===== src/rtl/counter_ctrl_seq_if.sv =====
// Button and control bundle between the board buttons, the control sequencer
// and the counter FSM.
//   btn_mode, btn_dir, btn_hold : raw asynchronous pushbuttons
//   up, even, odd, hold         : registered counter control vector
//   step                        : one-cycle advance strobe for the counter FSM
//   mode                        : parity state (00 ALL, 01 EVEN, 10 ODD)
// The master drives the buttons and observes the controls. The slave is the
// sequencer.
interface counter_ctrl_seq_if;
  logic       btn_mode;
  logic       btn_dir;
  logic       btn_hold;
  logic       up;
  logic       even;
  logic       odd;
  logic       hold;
  logic       step;
  logic [1:0] mode;

  modport master (
    output btn_mode, btn_dir, btn_hold,
    input  up, even, odd, hold, step, mode
  );

  modport slave (
    input  btn_mode, btn_dir, btn_hold,
    output up, even, odd, hold, step, mode
  );
endinterface


===== src/rtl/counter_ctrl_seq.sv =====
// Control sequencer for the display counter.
// It conditions three raw pushbuttons into press pulses. The pulses drive the
// parity-mode FSM, the direction toggle and the hold toggle. It also generates
// the counter's step strobe on the system clock.
// Ports:
//   clk      : system clock, the only clock
//   reset_n  : synchronous active-low reset
//   bus      : counter_ctrl_seq_if.slave
//              (buttons in; up/even/odd/hold/step/mode out)
module counter_ctrl_seq #(
  parameter int TICK_DIV  = 50000000,
  parameter int DB_CYCLES = 1000000,
  parameter int CNT_W     = 26
) (
  input  logic                 clk,
  input  logic                 reset_n,
  counter_ctrl_seq_if.slave    bus
);

  typedef enum logic [1:0] {
    MODE_ALL  = 2'b00,
    MODE_EVEN = 2'b01,
    MODE_ODD  = 2'b10
  } mode_t;

  localparam logic [CNT_W-1:0] DB_LAST   = CNT_W'(DB_CYCLES - 1);
  localparam logic [CNT_W-1:0] TICK_LAST = CNT_W'(TICK_DIV - 1);

  function automatic mode_t next_mode(input mode_t m);
    case (m)
      MODE_ALL:  next_mode = MODE_EVEN;
      MODE_EVEN: next_mode = MODE_ODD;
      default:   next_mode = MODE_ALL;
    endcase
  endfunction

  // Button index: 0 = mode, 1 = dir, 2 = hold.
  logic [2:0]       raw_btn;
  logic [2:0]       sync_p0;
  logic [2:0]       sync_p1;
  logic [2:0]       db_lvl;
  logic [2:0]       db_lvl_q;
  logic [CNT_W-1:0] db_cnt [3];
  logic [2:0]       press;

  mode_t            mode_q;
  logic             up_q;
  logic             even_q;
  logic             odd_q;
  logic             hold_q;

  logic [CNT_W-1:0] tick_cnt;
  logic             step_q;
  logic             tick_restart;

  assign raw_btn = {bus.btn_hold, bus.btn_dir, bus.btn_mode};

  // Stage p0/p1: two-flop synchronizer, then per-button stability counter
  always_ff @(posedge clk) begin
    if (!reset_n) begin
      sync_p0  <= '0;
      sync_p1  <= '0;
      db_lvl   <= '0;
      db_lvl_q <= '0;
      for (int i = 0; i < 3; i++) begin
        db_cnt[i] <= '0;
      end
    end else begin
      sync_p0  <= raw_btn;
      sync_p1  <= sync_p0;
      db_lvl_q <= db_lvl;
      for (int i = 0; i < 3; i++) begin
        if (sync_p1[i] == db_lvl[i]) begin
          db_cnt[i] <= '0;
        end else if (db_cnt[i] == DB_LAST) begin
          db_lvl[i] <= sync_p1[i];
          db_cnt[i] <= '0;
        end else begin
          db_cnt[i] <= db_cnt[i] + CNT_W'(1);
        end
      end
    end
  end

  // Only a debounced rising edge is a press. A release is ignored.
  assign press = db_lvl & ~db_lvl_q;

  // Stage p2: control state, all outputs registered
  always_ff @(posedge clk) begin
    if (!reset_n) begin
      mode_q <= MODE_ALL;
      up_q   <= 1'b1;
      even_q <= 1'b0;
      odd_q  <= 1'b0;
      hold_q <= 1'b0;
    end else begin
      if (press[0]) begin
        mode_q <= next_mode(mode_q);
        even_q <= (next_mode(mode_q) == MODE_EVEN);
        odd_q  <= (next_mode(mode_q) == MODE_ODD);
      end
      if (press[1]) begin
        up_q <= ~up_q;
      end
      if (press[2]) begin
        hold_q <= ~hold_q;
      end
    end
  end

  // Any control change restarts the step period, and so does being held.
  // A step therefore never lands on the same edge as a control update, and
  // the first step after a change comes a full period later.
  assign tick_restart = (|press) | hold_q;

  // Stage p2: step-period counter and registered step strobe
  always_ff @(posedge clk) begin
    if (!reset_n) begin
      tick_cnt <= '0;
      step_q   <= 1'b0;
    end else if (tick_restart) begin
      tick_cnt <= '0;
      step_q   <= 1'b0;
    end else if (tick_cnt == TICK_LAST) begin
      tick_cnt <= '0;
      step_q   <= 1'b1;
    end else begin
      tick_cnt <= tick_cnt + CNT_W'(1);
      step_q   <= 1'b0;
    end
  end

  assign bus.up   = up_q;
  assign bus.even = even_q;
  assign bus.odd  = odd_q;
  assign bus.hold = hold_q;
  assign bus.step = step_q;
  assign bus.mode = mode_q;

endmodule


===== src/flat_wrapper.sv =====
// flat-port wrapper written by rule: the top's interface ports become plain ports
module counter_ctrl_seq_flat 
#(
  parameter int TICK_DIV  = 50000000,
  parameter int DB_CYCLES = 1000000,
  parameter int CNT_W     = 26
)
  (clk, reset_n, bus_btn_mode, bus_btn_dir, bus_btn_hold, bus_up, bus_even, bus_odd, bus_hold, bus_step, bus_mode);
  counter_ctrl_seq_if bus_i ();
  input  logic clk;
  input  logic reset_n;
  input wire logic [$bits(bus_i.btn_mode)-1:0] bus_btn_mode;
  input wire logic [$bits(bus_i.btn_dir)-1:0] bus_btn_dir;
  input wire logic [$bits(bus_i.btn_hold)-1:0] bus_btn_hold;
  output wire logic [$bits(bus_i.up)-1:0] bus_up;
  output wire logic [$bits(bus_i.even)-1:0] bus_even;
  output wire logic [$bits(bus_i.odd)-1:0] bus_odd;
  output wire logic [$bits(bus_i.hold)-1:0] bus_hold;
  output wire logic [$bits(bus_i.step)-1:0] bus_step;
  output wire logic [$bits(bus_i.mode)-1:0] bus_mode;
  assign bus_i.btn_mode = bus_btn_mode;
  assign bus_i.btn_dir = bus_btn_dir;
  assign bus_i.btn_hold = bus_btn_hold;
  assign bus_up = bus_i.up;
  assign bus_even = bus_i.even;
  assign bus_odd = bus_i.odd;
  assign bus_hold = bus_i.hold;
  assign bus_step = bus_i.step;
  assign bus_mode = bus_i.mode;
  counter_ctrl_seq #(.TICK_DIV(TICK_DIV), .DB_CYCLES(DB_CYCLES), .CNT_W(CNT_W)) u_core (.clk(clk), .reset_n(reset_n), .bus(bus_i));
endmodule

===== config.mk =====
export PLATFORM = sky130hd
export DESIGN_NAME = counter_ctrl_seq_flat
export DESIGN_NICKNAME = d
export VERILOG_FILES = /design/src/rtl/counter_ctrl_seq_if.sv /design/src/rtl/counter_ctrl_seq.sv /design/src/flat_wrapper.sv
export SDC_FILE = /design/constraint.sdc
export NUM_CORES = 1
export LEC_CHECK = 0
export ABC_AREA = 0
export CORE_UTILIZATION = 50
export CTS_CLUSTER_SIZE = 25
export DETAILED_ROUTE_END_ITERATION = 10
export PLACE_DENSITY = 0.69
export SETUP_SLACK_MARGIN = 0.3
export SYNTH_ARGS = -nofsm -noshare
export SYNTH_HDL_FRONTEND = slang
export SYNTH_SLANG_ARGS = --single-unit

===== constraint.sdc =====
create_clock -name clk -period 2.25 [get_ports clk]
set_clock_uncertainty 0.15 [all_clocks]
set_input_delay 0.3375 -clock clk [delete_from_list [all_inputs] [get_ports clk]]
set_output_delay 0.3375 -clock clk [all_outputs]
set_load 0.03 [all_outputs]

==> impl_metrics.py <==
metrics = {
    "layout": {
        "antenna_cells": 0,
        "final_cell_mix": "edfxtp_1, conb_1, buf_4",
        "area_growth_pct": 37.14,
        "stdcell_count": 947,
        "fin_nets": 796,
        "drive_gt1_share_pct": 26.88,
        "post-route-util_pct": 70.39,
        "final.fill_count": 848,
    },
    "pwr": {
        "swShare_pct": 22.10,
        "p_seq_share_pct": 48.1,
        "p_per_area_nw_per_um2": 616.0,
        "p_leak_nw": 2.950,
        "ir_drop_uv": 389.1,
        "p_int_mw": 4.057,
        "clkPwrFrac_pct": 46.2,
        "combPwrFrac_pct": 5.8,
        "p_sw_mw": 1.151,
    },
    "drt": {
        "drt_first_pass_iters": 5,
        "drt_iter0_markers": 337,
        "vias": 5366,
        "drc_errors": 0,
        "detail-route-antenna-nets": 0,
        "vias_per_cell": 5.666,
        "drt_wl_total_mm": 15.22,
        "wl_per_cell_um": 16.07,
    },
    "floorplanning": {
        "die_h_um": 113.0,
        "core_area_um2": 12010,
        "die-area_um2": 12780,
        "io_pins": 12,
        "die_w_um": 113.0,
        "rows": 40,
        "start_util_pct": 51.32,
    },
    "clock_network": {
        "clk_pin_slew_worst_paths_ps": 50,
        "clock_tree.root_cell": "clkbuf_16",
        "numCtsBuffers": 17,
        "clock_tree.buffer_depth": 2,
        "cts_tree": "yes",
        "cts_max_level": 4,
        "insertion_delay_ps": 420,
        "clock-sinks": 121,
    },
    "placed_design": {
        "detailed_place_hpwl_mm": 9.087,
        "dpl.cell_count": 878,
        "port_buffers": 11,
        "routabilityCongestion": 0.8032,
    },
    "status": {
        "failed_checks": "setup timing",
        "status": "finished with violations",
    },
    "global_routing": {
        "grt_max_degree": 27,
        "track_usage_pct": 23.54,
        "grt_pass1_vias": 5115,
        "overflow": 0,
        "grt_pass1_wl_mm": 23.83,
        "antenna_found_initial": 0,
    },
    "timing": {
        "period_share_pct": 102.7,
        "drv_slew": 0,
        "rsz0062_at_grt": "true",
        "hold_violations": 0,
        "finalCriticalPeriod_ps": 2311,
        "max_freq_mhz": 432.8,
        "setup_violations": 58,
        "setup_slack_ps": -60.66,
    },
    "setup_path": {
        "critPathKind": "reg -> reg",
        "cp.required_ps": 2260,
        "critPathArrivalTime_ps": 2320,
        "worstPathMaxFanout": 13,
        "worst_path_max_delay_cell": "or4_4",
        "cp-start-kind": "register",
        "worstPathCellList": "or4_4 -> or3_4 -> o21ai_4 -> clkbuf_16 -> a21oi_2",
        "crit_path_end_kind": "register",
        "crit_path_max_incr_delay_ps": 550,
    },
    "synthesis": {
        "synth_area_um2": 6165,
        "ys_ff_latch": 121,
        "ys_seq_area_share_pct": 51.96,
        "yosys_warnings": 0,
        "ys_types": 40,
        "synth.avg_cell_area_um2": 9.911,
        "synthCells": 622,
    },
    "job": {
        "maxCapViolations": 0,
    },
    "hold_path": {
        "hp-class": "reg -> reg",
    },
}
[cells by family (layout without fill, tap and decap cells)]
group                      Yosys count  after routing  share of synthesized area [%]
DFF                                121            121                          51.96
and+or+nand+nor                    288            289                          26.41
adders and majority gates            4              4                         0.8119
xor gates and xnor gates            51             51                          7.246
other                                1             78                        0.06083
AOI/OAI and AO/OA                  112            112                          10.45
buffers and inverters               45            145                          3.065
[cell usage after synthesis (all sizes together)]
cell type | n | area (µm²)
a21oi | 55 | 275.3
and2 | 12 | 75.07
and3 | 13 | 81.33
and4 | 11 | 96.34
and4b | 1 | 10.01
buf | 7 | 46.29
clkbuf | 18 | 67.56
conb | 1 | 3.750
dfxtp | 43 | 860.8
edfxtp | 78 | 2342
ha | 4 | 50.05
inv | 20 | 75.07
nand2 | 30 | 112.6
nand2b | 3 | 18.77
nand3 | 36 | 180.2
nand3b | 1 | 7.510
nand4 | 29 | 187.7
nor2 | 63 | 236.5
nor2b | 2 | 12.51
nor3 | 7 | 35.03
nor3b | 2 | 15.01
nor4 | 6 | 37.54
nor4b | 4 | 35.03
nor4bb | 1 | 10.01
o211ai | 2 | 20.02
o21ai | 27 | 138.9
o21bai | 1 | 7.510
o31ai | 27 | 202.7
or2 | 1 | 6.260
or3 | 27 | 168.9
or4 | 37 | 281.5
or4b | 2 | 20.02
xnor2 | 24 | 210.2
xor2 | 27 | 236.5
[worst paths after layout]
check / from / cells past startpoint / slack [ps] / to
setup / recovery: u_core.db_cnt[2][22] / 5 / -60 / u_core.db_cnt[2][20]
hold / removal: u_core.sync_p0[2] / 1 / 290 / u_core.sync_p1[2]
setup reg to reg: u_core.db_cnt[2][22] / 5 / -60 / u_core.db_cnt[2][20]
hold reg to reg: u_core.sync_p0[2] / 1 / 290 / u_core.sync_p1[2]
[layout make-up]
cell class              count  area [µm²]  share of cell area (%)
flip-flops and latches    121        3221                   38.09
well taps                 147       183.9                   2.176
inverters                  20       75.07                  0.8880
multi-input cells         534        3552                   42.02
clock inverters             4       20.02                  0.2368
clock buffers              28       496.7                   5.875
repair buffers             93       905.9                   10.71
[layer usage]
metal / share of wire (%) / track usage (%) / up-vias
li1: - / - / 2612
met1: 45 / 30.38 / 2619
met4: 1.7 / 9.912 / 0
met5: 0 / 0 / -
met2: 50 / 38.77 / 111
met3: 3.5 / 4.606 / 24
[state kept, by name, summed over array words and instances (netlist names), 3 cells and up]
signal	flops
u_core.db_lvl	3
u_core.tick_cnt	26
u_core.db_cnt	78
u_core.sync_p0	3
u_core.sync_p1	3
u_core.db_lvl_q	3
[critical path, delay by kind of cell (launching register included)]
kind	cells	cell delay, ps
DFF	1	380
buffers and inverters	1	250
AOI/OAI and AO/OA	2	300
and+or+nand+nor	2	970
[stage by stage]
step                power, mW  hold slack (ps)  setup TNS, ps  area (µm²)  setup slack, ps
detailed placement      2.758            273.4         -67.70        7123           -17.19
floorplan               2.662            261.9              0        6601            10.41
finish                  5.208            285.2          -1760        8454           -60.66
CTS                     5.180            283.7         -646.8        8020           -40.42
global placement        2.744            267.1              0        7123            18.23
global route            5.366            310.7          -5373        8454           -115.3
[power groups by stage]
stage | combinational (mW) | sequential [mW] | clock (mW)
floorplan | 0.129 | 2.53 | 0
global placement | 0.209 | 2.54 | 0
detailed placement | 0.216 | 2.54 | 0
CTS | 0.255 | 2.50 | 2.42
global route | 0.330 | 2.51 | 2.53
finish | 0.301 | 2.50 | 2.40
[what timing repair did]
item | in CTS | in global routing
endpoints found under the hold margin | 0 | 0
pin swaps | 12 | 20
hold buffers | 0 | 0
resized for setup | 60 | 70
endpoints found under the setup margin | 89 | 104
gates cloned | 2 | 4
setup buffers | 17 | 14
Power figures use the tool's default switching activity.
